## src/rtl/serv_bufreg2_pkg.sv

```systemverilog
// Shared encodings and helpers for the wide SERV second buffer register.
package serv_bufreg2_pkg;

   localparam logic [1:0] SZ_BYTE = 2'b00;
   localparam logic [1:0] SZ_HALF = 2'b01;
   localparam logic [1:0] SZ_WORD = 2'b10;

   localparam int SHAMT_W = 5;

   // Store lanes are replicated so the bus picks the right byte/half by address.
   function automatic logic [31:0] lane_replicate(input logic [31:0] d,
                                                  input logic [1:0]  size);
      case (size)
         SZ_BYTE: return {4{d[7:0]}};
         SZ_HALF: return {2{d[15:0]}};
         default: return d;
      endcase
   endfunction

endpackage

```

## src/rtl/serv_shamt_cnt.sv

```systemverilog
// Saturating shift-amount down-counter with done and registered-done flags.
module serv_shamt_cnt
   import serv_bufreg2_pkg::*;
(
   input  logic               clk,
   input  logic               rst_n,
   input  logic               en,
   input  logic               init,
   input  logic               cnt_done,
   input  logic               shift_op,
   input  logic               load,
   input  logic [SHAMT_W-1:0] shamt,
   output logic               sh_done,
   output logic               sh_done_r
);

   logic [SHAMT_W:0] sh_cnt;

   assign sh_done = (sh_cnt == '0);

   // A parallel bus load owns the cycle, so the shift amount is not taken then.
   always_ff @(posedge clk or negedge rst_n) begin
      if (!rst_n) begin
         sh_cnt    <= '0;
         sh_done_r <= 1'b0;
      end else if (en) begin
         sh_done_r <= sh_done;
         if (init && cnt_done && shift_op && !load)
            sh_cnt <= {1'b0, shamt};
         else if (!init && shift_op && !sh_done)
            sh_cnt <= sh_cnt - 1'b1;
      end
   end

endmodule

```

## src/rtl/serv_bufreg2_wide.sv

```systemverilog
// Second buffer register of the SERV datapath, W bits per serial step.
module serv_bufreg2_wide
   import serv_bufreg2_pkg::*;
#(
   parameter int W    = 1,
   parameter int XLEN = 32
) (
   input  logic            i_clk,
   input  logic            i_rst_n,
   input  logic            i_en,
   input  logic            i_init,
   input  logic            i_cnt_done,
   input  logic [1:0]      i_lsb,
   input  logic            i_byte_valid,
   input  logic [1:0]      i_size,
   input  logic            i_op_b_sel,
   input  logic            i_shift_op,
   input  logic [W-1:0]    i_rs2,
   input  logic [W-1:0]    i_imm,
   output logic [W-1:0]    o_op_b,
   output logic [W-1:0]    o_q,
   output logic            o_sh_done,
   output logic            o_sh_done_r,
   output logic [XLEN-1:0] o_dat,
   input  logic            i_load,
   input  logic [XLEN-1:0] i_dat
);

   logic [XLEN-1:0] dat;
   logic [XLEN-1:0] next_dat;

   assign o_op_b = i_op_b_sel ? i_rs2 : i_imm;

   always_comb begin
      next_dat = dat;
      if (i_load)
         next_dat = i_dat;
      else if (i_en && i_init)
         next_dat = {o_op_b, dat[XLEN-1:W]};
      else if (i_en && !i_shift_op)
         next_dat = {{W{1'b0}}, dat[XLEN-1:W]};
   end

   always_ff @(posedge i_clk or negedge i_rst_n) begin
      if (!i_rst_n)
         dat <= '0;
      else
         dat <= next_dat;
   end

   // dat[W+4:W] is next_dat[4:0] on a capture step, i.e. the final low bits.
   serv_shamt_cnt u_shamt_cnt (
      .clk       (i_clk),
      .rst_n     (i_rst_n),
      .en        (i_en),
      .init      (i_init),
      .cnt_done  (i_cnt_done),
      .shift_op  (i_shift_op),
      .load      (i_load),
      .shamt     (dat[W+SHAMT_W-1:W]),
      .sh_done   (o_sh_done),
      .sh_done_r (o_sh_done_r)
   );

   assign o_q   = i_byte_valid ? dat[{i_lsb, 3'b000} +: W] : '0;
   assign o_dat = lane_replicate(dat, i_size);

endmodule

```

## config.mk

```make
export PLATFORM = sky130hd
export DESIGN_NAME = serv_bufreg2_wide
export DESIGN_NICKNAME = d
export VERILOG_FILES = /design/src/rtl/serv_bufreg2_pkg.sv /design/src/rtl/serv_shamt_cnt.sv /design/src/rtl/serv_bufreg2_wide.sv
export SDC_FILE = /design/constraint.sdc
export NUM_CORES = 1
export LEC_CHECK = 0
export CAP_MARGIN = 40
export CORE_ASPECT_RATIO = 1.4
export CORE_MARGIN = 10
export CORE_UTILIZATION = 49
export DETAILED_ROUTE_END_ITERATION = 6
export MAX_ROUTING_LAYER = met4
export PLACE_DENSITY_LB_ADDON = 0.25
export REMOVE_ABC_BUFFERS = 1
export SLEW_MARGIN = 5
export SYNTH_ARGS = -nofsm -noshare
export SYNTH_HDL_FRONTEND = slang
export SYNTH_SLANG_ARGS = --single-unit
```

## constraint.sdc

```tcl
create_clock -name i_clk -period 5 [get_ports i_clk]
set_clock_uncertainty 0.1 [all_clocks]
set_input_delay 1 -clock i_clk [delete_from_list [all_inputs] [get_ports i_clk]]
set_output_delay 1 -clock i_clk [all_outputs]
set_load 0.05 [all_outputs]
```

==> flow_results.org <==
** Outcome
- The flow ran to the end, and the final reports show no timing, DRC or antenna violations.

** Timing
- Crit share post-route :: 82.5%
- Worst slew margin relative to its limit :: between 60% and 70%
- Maximum achievable frequency :: around 0.24 GHz
- Slew at the pin closest to its max-slew limit :: between 0.5 and 0.6 ns
- Number of pins exceeding their max-slew limit in the final report :: 0
- Final critical delay including setup and external delays :: 4.13 ns
- Final hold violation count :: 0
- Setup repair after global routing missed its margin :: no
- Post-Route Setup TNS :: 0 ns
- Setup violations remaining at the end of the flow were counted as 0.

** Worst setup path
- The worst setup path is captured at a primary output.
- Data on the critical path arrives at its endpoint at 3.03 ns.
- Startpoint types :: input port
- The worst setup path is of the in2out kind.
- Of all nets on the critical path, the largest fanout is 8.
- Crit path required time :: ~3.9 ns

** Floorplan
- I/O pin cnt :: 83
- Die ar. :: 8160 µm²
- Once the floorplan was initialized, standard cells occupied 50.2% of the core.
- Number of cell rows :: 30
- The core region is between 4000 and 5000 µm².
- Width of the die :: 79.3 µm
- Die Y-Extent :: 103 µm

** Global routing
- Global-route wire length before repair :: between 10 and 15 mm
- Total congestion overflow :: 0
- Number of antenna violations at the first check in global routing :: 0
- Entering global routing, the biggest net connects 66 pins.
- Aggregate global-route resource usage :: between 10% and 20%
- The number of global-route vias before repair was 2,134.

** Routing
- The final route contains ~2,000 vias.
- Drt first-iter violations :: 193
- Before antenna repair, the detailed router went through 5 iterations.
- In this run the remaining antenna-violating nets after routing total 0.
- DRT Wirelength :: 6.67 mm
- In the routed layout, each cell is associated on average with a via count of about 5.4.
- WL/cell :: 17.6 µm
- For this run, design rule violations remaining after detail routing come to 0.

** Clock tree
- Gates resized during post-CTS repair numbered 0.
- Clock insertion delay at the later pin of the skew report :: a little under 0.3 ns
- TritonCTS built the clock tree.
- Clock-pin slew was measured on the worst setup and hold paths at 0.07 ns.
- After clock tree synthesis, the setup repair step added 0 buffers.
- Cell at the root of the clock tree :: sky130_fd_sc_hd__clkbuf_8
- Num Clock Sinks :: 39
- CTS H-tree lvls :: 2
- The longest clock path from root to sink contains 2 buffers.
- The number of clock buffers added by TritonCTS is 5.
- Hold-fix buffer count after cts :: 0

** Hold path
- Hold crit path type :: in2async

** Logic synthesis
- Sequential cell area fraction in the yosys report :: 40.5%
- Counting flops with a built-in enable in the synthesized netlist gives 0.
- Share of flip-flops with an asynchronous set or reset after synthesis :: 100%
- Synth cell types :: 38
- In the synthesized netlist the dominant register cell turns out to be sky130_fd_sc_hd__dfrtp_1.
- Mean post-synth cell area :: between 9 and 10 µm²
- In this run, synthesis produced a sequential element count of 39.
- For this run, the number of Yosys warnings is 0.
- Cell area after synthesis :: 2410 µm²
- Synth Instances :: 242

** Cells and area
- Relative to the synthesized area, the layout overhead comes to 37.0%.
- The number of antenna diodes in the final layout is 0.
- Share of the core filled with cells in the final layout :: about 69%
- Fill cells in the final layout number 430.
- The post-route netlist has 14.0% of its cells at a drive strength greater than 1.
- # nets final :: 362

** Power
- The share of total power dissipated in the clock network is 21.0%.
- Leakage power of the design :: 0.00148 µW
- Cell-internal power :: 614 µW
- Largest voltage drop on the vdd net :: roughly 0.25 mV
- Sequential cell fraction of total power :: 40.5%
- Power per cell area :: 304 nW/µm²
- Net switching is 38.8% of the power.
- In this run the power spent charging and discharging nets is 389 µW.
- In this run, the combinational gates consume between 30% and 40% of the power.

** Placed design
- Routability Congestion :: about 0.85
- The HPWL after detailed placement is between 5 and 6 mm.
- IO buf count :: 82

** Job
- Across the run, the number of max-cap violations was 0.
worst max-delay path, cell delays in order:
cell and delay (ns):
sky130_fd_sc_hd__clkdlybuf4s50_1 0.45, sky130_fd_sc_hd__nor2_2 0.45, sky130_fd_sc_hd__mux2_2 0.42, sky130_fd_sc_hd__clkdlybuf4s50_1 0.71
area by class of cell:
| type | count | area (µm²) | share of cell area [%] |
|---|---|---|---|
| flip-flops and latches | 39 | 976 | 29.6 |
| clock buffers | 5 | 68.8 | 2.08 |
| multi-input cells | 177 | 1280 | 38.9 |
| inverters | 3 | 11.3 | 0.341 |
| clock inverters | 3 | 20.0 | 0.607 |
| repair buffers | 87 | 861 | 26.1 |
| well taps | 64 | 80.1 | 2.43 |
synth_stat cells (2+ instances only):
cell                        count  area [µm²]
sky130_fd_sc_hd__nor2_1         2        7.51
sky130_fd_sc_hd__a21oi_1        4        20.0
sky130_fd_sc_hd__mux2_2        19         214
sky130_fd_sc_hd__buf_4         11        82.6
sky130_fd_sc_hd__dfrtp_1       39         976
sky130_fd_sc_hd__a2bb2oi_1      2        17.5
sky130_fd_sc_hd__o21ai_0       36         180
sky130_fd_sc_hd__inv_1          3        11.3
sky130_fd_sc_hd__a32o_1         2        20.0
sky130_fd_sc_hd__nand2_1       41         154
sky130_fd_sc_hd__buf_2          3        15.0
sky130_fd_sc_hd__mux2i_1       39         390
sky130_fd_sc_hd__clkbuf_1       8        30.0
sky130_fd_sc_hd__and2_1         2        12.5
sky130_fd_sc_hd__o2bb2ai_1      3        26.3
sky130_fd_sc_hd__o21ai_1        5        25.0
sky130_fd_sc_hd__ha_1           2        25.0
per-layer routing:
metal,GRT usage (%),share of wire (%)
met1,19.7,40
met2,29.3,54
met3,3.58,4.6
met4,6.92,1.5
met5,-,0
metrics by stage:
stage               total power [µW]  cells  area (µm²)  hold slack [ns]  setup slack (ns)
floorplan                        638    219        2270            0.381              1.69
global placement                 792    369        3190            0.396             0.831
detailed placement               801    370        3210            0.401             0.831
CTS                             1010    378        3300            0.404             0.832
global route                    1060    378        3300            0.402             0.816
finish                          1000    378        3300            0.409             0.873
layout by cell type (no fill, tap or decap), types with 3 or more instances in the layout:
master,n
sky130_fd_sc_hd__clkdlybuf4s50_1,80
sky130_fd_sc_hd__nand2_1,40
sky130_fd_sc_hd__mux2i_1,39
sky130_fd_sc_hd__dfrtp_1,39
sky130_fd_sc_hd__o21ai_0,36
sky130_fd_sc_hd__mux2_2,19
sky130_fd_sc_hd__o21ai_1,5
sky130_fd_sc_hd__clkbuf_8,5
sky130_fd_sc_hd__a21oi_1,4
sky130_fd_sc_hd__buf_4,4
sky130_fd_sc_hd__inv_1,3
sky130_fd_sc_hd__o2bb2ai_1,3
registers in the layout, indices dropped and copies added, names as in the netlist:
| register | flops |
|---|---|
| u_shamt_cnt.sh_cnt | 6 |
| dat | 32 |
| u_shamt_cnt.sh_done_r | 1 |
final timing paths:
kind | from | end | slack [ns] | cells after the start
worst max register to register | u_shamt_cnt.sh_cnt[0]$_DFFE_PN0P_ | u_shamt_cnt.sh_cnt[3]$_DFFE_PN0P_ | 3.24 | 6
min in group i_clk | u_shamt_cnt.sh_done_r$_DFFE_PN0P_ | u_shamt_cnt.sh_done_r$_DFFE_PN0P_ | 0.42 | 1
max in group asynchronous | i_rst_n | dat[0]$_DFFE_PN0P_ | 3.99 | 2
worst max-delay path | i_size[0] | o_dat[12] | 0.87 | 4
worst min register to register | u_shamt_cnt.sh_done_r$_DFFE_PN0P_ | u_shamt_cnt.sh_done_r$_DFFE_PN0P_ | 0.42 | 1
worst min-delay path | i_rst_n | u_shamt_cnt.sh_cnt[0]$_DFFE_PN0P_ | 0.41 | 1
power groups by stage:
stage	sequential, µW	clock (µW)	combinational (µW)
6_report	406	211	386
4_1_cts	406	216	391
3_3_place_gp	411	0	381
2_1_floorplan	421	0	217
3_5_place_dp	412	0	389
5_1_grt	415	232	413
cell families after synthesis:
group           share of synthesized area, %
compound gates                          14.3
fa+ha+maj                               1.04
buf+inv                                 6.33
flops                                   40.5
mux                                     26.0
simple gates                            11.8
Note: power is estimated with default switching activity, not from simulation.
